--- config.mk ---
export PLATFORM = sky130hd
export DESIGN_NAME = pipe_skid_reg
export DESIGN_NICKNAME = d
export VERILOG_FILES = /design/src/rtl/pipe_skid_reg.sv
export SDC_FILE = /design/constraint.sdc
export NUM_CORES = 1
export LEC_CHECK = 0
export BUFFER_PORTS_ARGS = -buffer_cell sky130_fd_sc_hd__buf_2
export CAP_MARGIN = 20
export CORE_MARGIN = 1
export CORE_UTILIZATION = 59
export CTS_BUF_LIST = sky130_fd_sc_hd__clkbuf_2
export CTS_CLUSTER_SIZE = 10
export DETAILED_ROUTE_END_ITERATION = 16
export GPL_TIMING_DRIVEN = 1
export PLACE_DENSITY_LB_ADDON = 0.3
export REMOVE_ABC_BUFFERS = 1
export SYNTH_ARGS = -nofsm -noshare
export SYNTH_HDL_FRONTEND = slang
export SYNTH_SLANG_ARGS = --single-unit
--- constraint.sdc ---
create_clock -name clk -period 3.27 [get_ports clk]
set_clock_uncertainty 0.15 [all_clocks]
set_input_delay 0.4905 -clock clk [delete_from_list [all_inputs] [get_ports clk]]
set_output_delay 0.4905 -clock clk [all_outputs]
set_load 0.01 [all_outputs]
--- src/rtl/pipe_skid_reg.sv ---
// Pipeline stage register with a one-entry skid buffer, freeze/flush
// control, occupancy reporting and a saturating stall-cycle counter.
module pipe_skid_reg #(
    parameter int unsigned       DATA_W     = 64,
    parameter logic [DATA_W-1:0] FLUSH_DATA = '0,
    parameter int unsigned       CNT_W      = 16
) (
    input  logic              clk,
    input  logic              rst,
    input  logic              freeze,
    input  logic              flush,
    input  logic              in_valid,
    input  logic [DATA_W-1:0] in_data,
    output logic              in_ready,
    output logic              out_valid,
    output logic [DATA_W-1:0] out_data,
    input  logic              out_ready,
    output logic [1:0]        occupancy,
    output logic [CNT_W-1:0]  stall_cnt
);

    logic [DATA_W-1:0] main_data_q, main_data_d;
    logic              main_valid_q, main_valid_d;
    logic [DATA_W-1:0] skid_data_q, skid_data_d;
    logic              skid_valid_q, skid_valid_d;
    logic [CNT_W-1:0]  stall_cnt_q, stall_cnt_d;

    logic accept;
    logic consume;
    logic stall_inc;

    // Handshake terms; in_ready comes only from registered state and freeze.
    always_comb begin
        in_ready = !skid_valid_q && !freeze;
        accept   = in_valid && in_ready;
        consume  = main_valid_q && out_ready && !freeze;
    end

    // Next state of the main and skid entries: flush beats freeze beats normal.
    always_comb begin
        main_data_d  = main_data_q;
        main_valid_d = main_valid_q;
        skid_data_d  = skid_data_q;
        skid_valid_d = skid_valid_q;
        if (flush) begin
            main_valid_d = 1'b0;
            skid_valid_d = 1'b0;
            main_data_d  = FLUSH_DATA;
        end else if (!freeze) begin
            if (skid_valid_q) begin
                if (consume) begin
                    main_data_d  = skid_data_q;
                    skid_valid_d = 1'b0;
                end
            end else if (accept && (!main_valid_q || consume)) begin
                main_data_d  = in_data;
                main_valid_d = 1'b1;
            end else if (accept) begin
                skid_data_d  = in_data;
                skid_valid_d = 1'b1;
            end else if (consume) begin
                main_valid_d = 1'b0;
            end
        end
    end

    // Stall counter: counts held-but-not-leaving cycles, saturates at all-ones.
    always_comb begin
        stall_inc   = main_valid_q && (!out_ready || freeze) && !flush;
        stall_cnt_d = stall_cnt_q;
        if (stall_inc && (stall_cnt_q != '1)) begin
            stall_cnt_d = stall_cnt_q + CNT_W'(1);
        end
    end

    // State registers with synchronous reset.
    always_ff @(posedge clk) begin
        if (rst) begin
            main_data_q  <= FLUSH_DATA;
            main_valid_q <= 1'b0;
            skid_data_q  <= '0;
            skid_valid_q <= 1'b0;
            stall_cnt_q  <= '0;
        end else begin
            main_data_q  <= main_data_d;
            main_valid_q <= main_valid_d;
            skid_data_q  <= skid_data_d;
            skid_valid_q <= skid_valid_d;
            stall_cnt_q  <= stall_cnt_d;
        end
    end

    // Output view of the held state.
    always_comb begin
        out_valid = main_valid_q;
        out_data  = main_data_q;
        occupancy = {1'b0, main_valid_q} + {1'b0, skid_valid_q};
        stall_cnt = stall_cnt_q;
    end

endmodule

Word level (Yosys, flattened, before mapping)
Cells that the tools add are included.
{"block": "classes", "add_sub_neg": 2, "n_eq_ne": 3, "mux": 10, "n_bitwise": 4, "reduce_logical": 21}
{"cell": "64-bit two-way mux", "n": 3}
{"cell": "16-bit by 1-bit adder with 16-bit output, second input constant", "n": 1}
{"cell": "16-bit inequality test, second input constant", "n": 1}
{"cell": "1-bit logical AND", "n": 8}
{"cell": "1-bit two-way mux", "n": 7}
{"cell": "1-bit logical NOT", "n": 5}
{"cell": "5-bit AND reduction", "n": 1}
{"cell": "2-bit by 1-bit inequality test with 1-bit output, second input constant", "n": 2}
{"cell": "1-bit inverter", "n": 4}
{"cell": "4-bit AND reduction", "n": 1}
{"cell": "2-bit nonzero test", "n": 2}
{"cell": "3-bit AND reduction", "n": 1}
{"cell": "1-bit by 1-bit adder with 2-bit output", "n": 1}
{"cell": "1-bit logical OR", "n": 2}
{"cell": "2-bit OR reduction", "n": 1}
{"block": "totals", "regBits": 146, "out_inout_bits": 84, "elab_cells": 45}

Depth between registers and ports, before layout
{"block": "depth", "word_depth": 6, "depth_mapped": 7, "depth_no_buf": 5}

Least setup slack after synthesis
Ideal clock, no wire load.
{"block": "synth_timing", "path_type": "reg2reg", "startpoint": "reg stall_cnt_q[0], in the netlist stall_cnt[0]", "endpoint": "reg stall_cnt_q[14], in the netlist stall_cnt[14]", "setup_time_ns": 0.070, "arrival_time_ns": 1.612, "setup_slack_ns": 1.438, "stages_incl_launch_ff": 6, "n_path_buf": 0, "period_less_slack_ns": 1.832, "path_cell_list": "dfxtp_1 > ha_1 > and3_1 > nand4_4 > or4b_1 > a21oi_1"}
{"block": "synth_via", "elab_chain_cells": 2, "elab_cells_between_ends": 3, "classes_between": "add/sub (1); eq/ne (1); reduce/logical (1)"}
{"element": "start: declaration", "line": "26", "rtl": "logic [CNT_W-1:0] stall_cnt_q, stall_cnt_d;"}
{"element": "start signal: assignment", "line": "89", "rtl": "stall_cnt_q <= stall_cnt_d;"}
{"element": "branches (longest 2 deep; another with 16-bit by 1-bit adder with 16-bit output)"}
Several ways; the timed one is not identified.
A chain may end at the register's enable or synchronous reset.

Final worst setup path
{"block": "layout_timing", "startpoint": "reg main_valid_q, in the netlist out_valid", "endpoint": "reg skid_data_q[7]"}
{"block": "layout_via", "elab_chain_cells": 6, "elab_cells_between_ends": 7, "classes_between": "bitwise (1); reduce/logical (6)"}
{"element": "start: declaration", "line": "23", "rtl": "logic main_valid_q, main_valid_d;"}
{"element": "start signal: assignment", "line": "86", "rtl": "main_valid_q <= main_valid_d;"}
{"element": "1-bit logical AND (2 in a row)", "line": "36", "rtl": "consume = main_valid_q && out_ready && !freeze;"}
{"element": "1-bit logical OR *", "line": "55", "rtl": "end else if (accept && (!main_valid_q || consume)) begin"}
{"element": "1-bit logical AND *", "line": "55"}
{"element": "1-bit inverter (no source line) *"}
{"element": "5-bit AND reduction (no source line) *"}
{"element": "end signal: assignment", "line": "87", "rtl": "skid_data_q <= skid_data_d;"}
{"element": "end: declaration", "line": "24", "rtl": "logic [DATA_W-1:0] skid_data_q, skid_data_d;"}
Every way passes the cells marked *; elsewhere a longest branch is shown, timed or not.

==> results.py <==
metrics = {
    "synthesis": {
        "yosysTopAreaCell": "dfxtp_1",
        "synth_cell_types": 40,
        "synth_xor_area_share_pct": 0,
        "ys_ff_latch": 146,
        "yosysWarnings": 0,
        "synth_compound_area_share_pct": 16.96,
        "synthMuxAreaShare_pct": 11.12,
        "synthAdderAreaFrac_pct": 0.4203,
        "yosysSeqAreaShare_pct": 49.09,
        "synth.top_cell.area_share_pct": 49.09,
        "synth-simple-area-share_pct": 17.92,
        "synth_top_family_by_area": "simple AND/OR/NAND/NOR gates",
        "netlist_area_mm2": 0.005954,
        "syn_area_per_cell_um2": 8.795,
        "synthTopCellsByArea": "dfxtp_1 49%, mux2i_1 11%, nand2_1 8.4%",
        "synth_cells": 677,
    },
    "sta": {
        "setup-tns-final_ns": 0,
        "fin_crit_sh_pct": 69.46,
        "setup_viol": 0,
        "hold_viol": 0,
        "fmax_mhz": 440.3,
        "worst_pin_slew_ns": 1.129,
        "drv_slew": 0,
        "post-route-min-period_ns": 2.271,
        "slew_headroom_pct": 24.73,
        "rsz0062_at_grt": "no",
    },
    "run": {
        "drv_cap": 0,
    },
    "route": {
        "dr_total_vias": 5729,
        "drt-initial-drc-count": 280,
        "wl_mm": 16.06,
        "dr.pass1.iters": 8,
        "antenna_left": 0,
        "via_per_inst": 5.622,
        "wire_per_inst_um": 15.76,
        "drt_drc_violations_left": 0,
    },
    "global_routing": {
        "grt.total_usage_pct": 30.84,
        "grt_pass1_wl_mm": 24.96,
        "antenna_found_initial": 0,
        "overflow": 0,
        "grt_max_degree": 81,
        "grt_pass1_vias": 5357,
    },
    "outcome": {
        "status": "finished clean",
    },
    "place": {
        "place_area_mm2": 0.006760,
        "place.gp.congestion": 0.8919,
        "io_buffer_count": 153,
        "post-dp-hpwl_mm": 9.092,
    },
    "power_and_ir_drop": {
        "pwr_density_cell_mw_per_mm2": 445.7,
        "vdd_drop_max_mv": 0.2571,
        "p_leak_nw": 2.957,
    },
    "layout": {
        "nets": 945,
        "final_cell_area_mm2": 0.007756,
        "n_antenna_cell": 0,
        "layout_commonest_cell": "buf_2",
        "layout_common_cells": "153 x buf_2, 145 x dfxtp_1, 134 x nand2_1",
        "syn_to_final_growth_pct": 30.26,
        "drive_above_1_share_pct": 23.36,
    },
    "worst_setup_path": {
        "path_max_fanout": 23,
        "crit_required_ns": 3.74,
        "cp-start-kind": "register",
        "worstSetupPathType": "register to register",
        "critical_path_arrival_ns": 2.74,
        "end_kind": "register",
    },
    "die": {
        "die_w_um": 102.5,
        "dieHeight_um": 102.5,
        "initial_core_util_pct": 60.92,
        "fp-row-count": 36,
        "die_area_mm2": 0.01050,
        "design.core.area_mm2": 0.009774,
        "ios": 154,
    },
    "clocking": {
        "clockRootBuffer": "clkbuf_2",
        "cts_buffers": 17,
        "cts_tree": "yes",
        "clkTransAtPathRegs_ns": 0.20,
        "clock-sinks": 146,
        "clock_latency_ns": 0.68,
        "cts_buffer_depth": 2,
        "cts_resized": 0,
        "cts_max_level": 4,
    },
    "min_path": {
        "hold_class": "primary input to register",
    },
}
==> through the flow <==
stage	hold slack, ns	instances	power (W)	setup WS [ns]	util [%]
floorplan	0.2800	623	0.002001	-6.548	-
global placement	0.2907	920	0.002110	0.9969	69.16
detailed placement	0.2966	920	0.002119	0.9232	69.16
CTS	0.05058	1019	0.003463	1.030	79.35
global route	0.05708	1019	0.003592	0.8730	79.35
finish	0.1073	1019	0.003457	0.9988	79.35
==> report_power, final <==
group	switching, W	total, W	internal [W]
Combinational	0.000172	0.000326	0.000154
Clock	0.000644	0.00130	0.000657
Sequential	0.0000182	0.00183	0.00181
==> layout make-up <==
cell class                 count  area (um^2)
sequential                   146         2927
clock inverter                14        235.2
clock buffer                  18        90.09
inverter                       3        11.26
tap                          133        166.4
fill                         659         2018
timing repair buffer         231         1556
multi-input combinational    474         2770
==> cell usage after synthesis <==
library cell / number
buf_2: 19
nor3_2: 1
mux2i_1: 65
a31oi_1: 1
o21ai_0: 4
or4_1: 4
or2_2: 1
and4_4: 1
nand4_1: 6
o31a_1: 2
nor2b_1: 4
or3b_2: 1
o311ai_0: 1
buf_4: 8
a21oi_1: 76
mux2_2: 1
and3_1: 1
and4_1: 3
nand4_4: 1
a311oi_1: 1
nor2_1: 70
nand4_2: 1
nand2b_1: 2
a211oi_1: 65
nor4_1: 3
or4b_1: 1
buf_1: 2
o41ai_1: 1
nand2_1: 134
clkbuf_1: 25
o31ai_1: 6
nand3_1: 6
or3_1: 4
o21a_1: 1
a22oi_1: 1
ha_1: 2
inv_1: 3
nor3_1: 2
dfxtp_1: 146
o221a_2: 1
==> metal layers <==
| layer | global-route usage (%) | part of all wire, % | routed length (um) | up-vias |
|---|---|---|---|---|
| met5 | 0 | 0 | 0 | - |
| met4 | 14.62 | 3.4 | 550 | 0 |
| met3 | 8.071 | 5.7 | 908 | 65 |
| met2 | 53.64 | 51 | 8179 | 250 |
| met1 | 35.16 | 40 | 6417 | 2635 |
| li1 | - | - | - | 2779 |
==> final timing paths <==
path / from / endpoint / slack [ns] / cells after the start
setup reg to reg: out_valid$_SDFFE_PP0P_ / skid_data_q[7]$_SDFFE_PP0P_ / 1.0 / 6
hold / removal: freeze / out_data[41]$_SDFFE_PP0P_ / 0.11 / 4
hold reg to reg: skid_data_q[21]$_SDFFE_PP0P_ / skid_data_q[21]$_SDFFE_PP0P_ / 0.32 / 2
setup / recovery: out_valid$_SDFFE_PP0P_ / skid_data_q[7]$_SDFFE_PP0P_ / 1.0 / 6
==> timing repair <==
item,CTS,global route
hold buffers,67,0
setup buffers,0,0
endpoints found under the hold margin,128,0
==> cell families after synthesis <==
family          count (synthesis)
flops                         146
mux                            66
compound gates                160
fa+ha+maj                       2
buf+inv                        57
simple gates                  246
==> registers in the layout, summed over array words and instances, names as in the netlist <==
name and cells:
out_data 64, skid_data_q 64, stall_cnt 16, out_valid 1, skid_valid_q 1
==> worst max-delay path: stages, from the launching register on <==
cell and delay [ns]:
dfxtp_1 0.49, nor2b_1 0.18, buf_4 0.18, and4_2 0.54
buf_4 0.35, nand2_1 0.11, a21oi_1 0.19
Power figures use the tool's default switching activity.
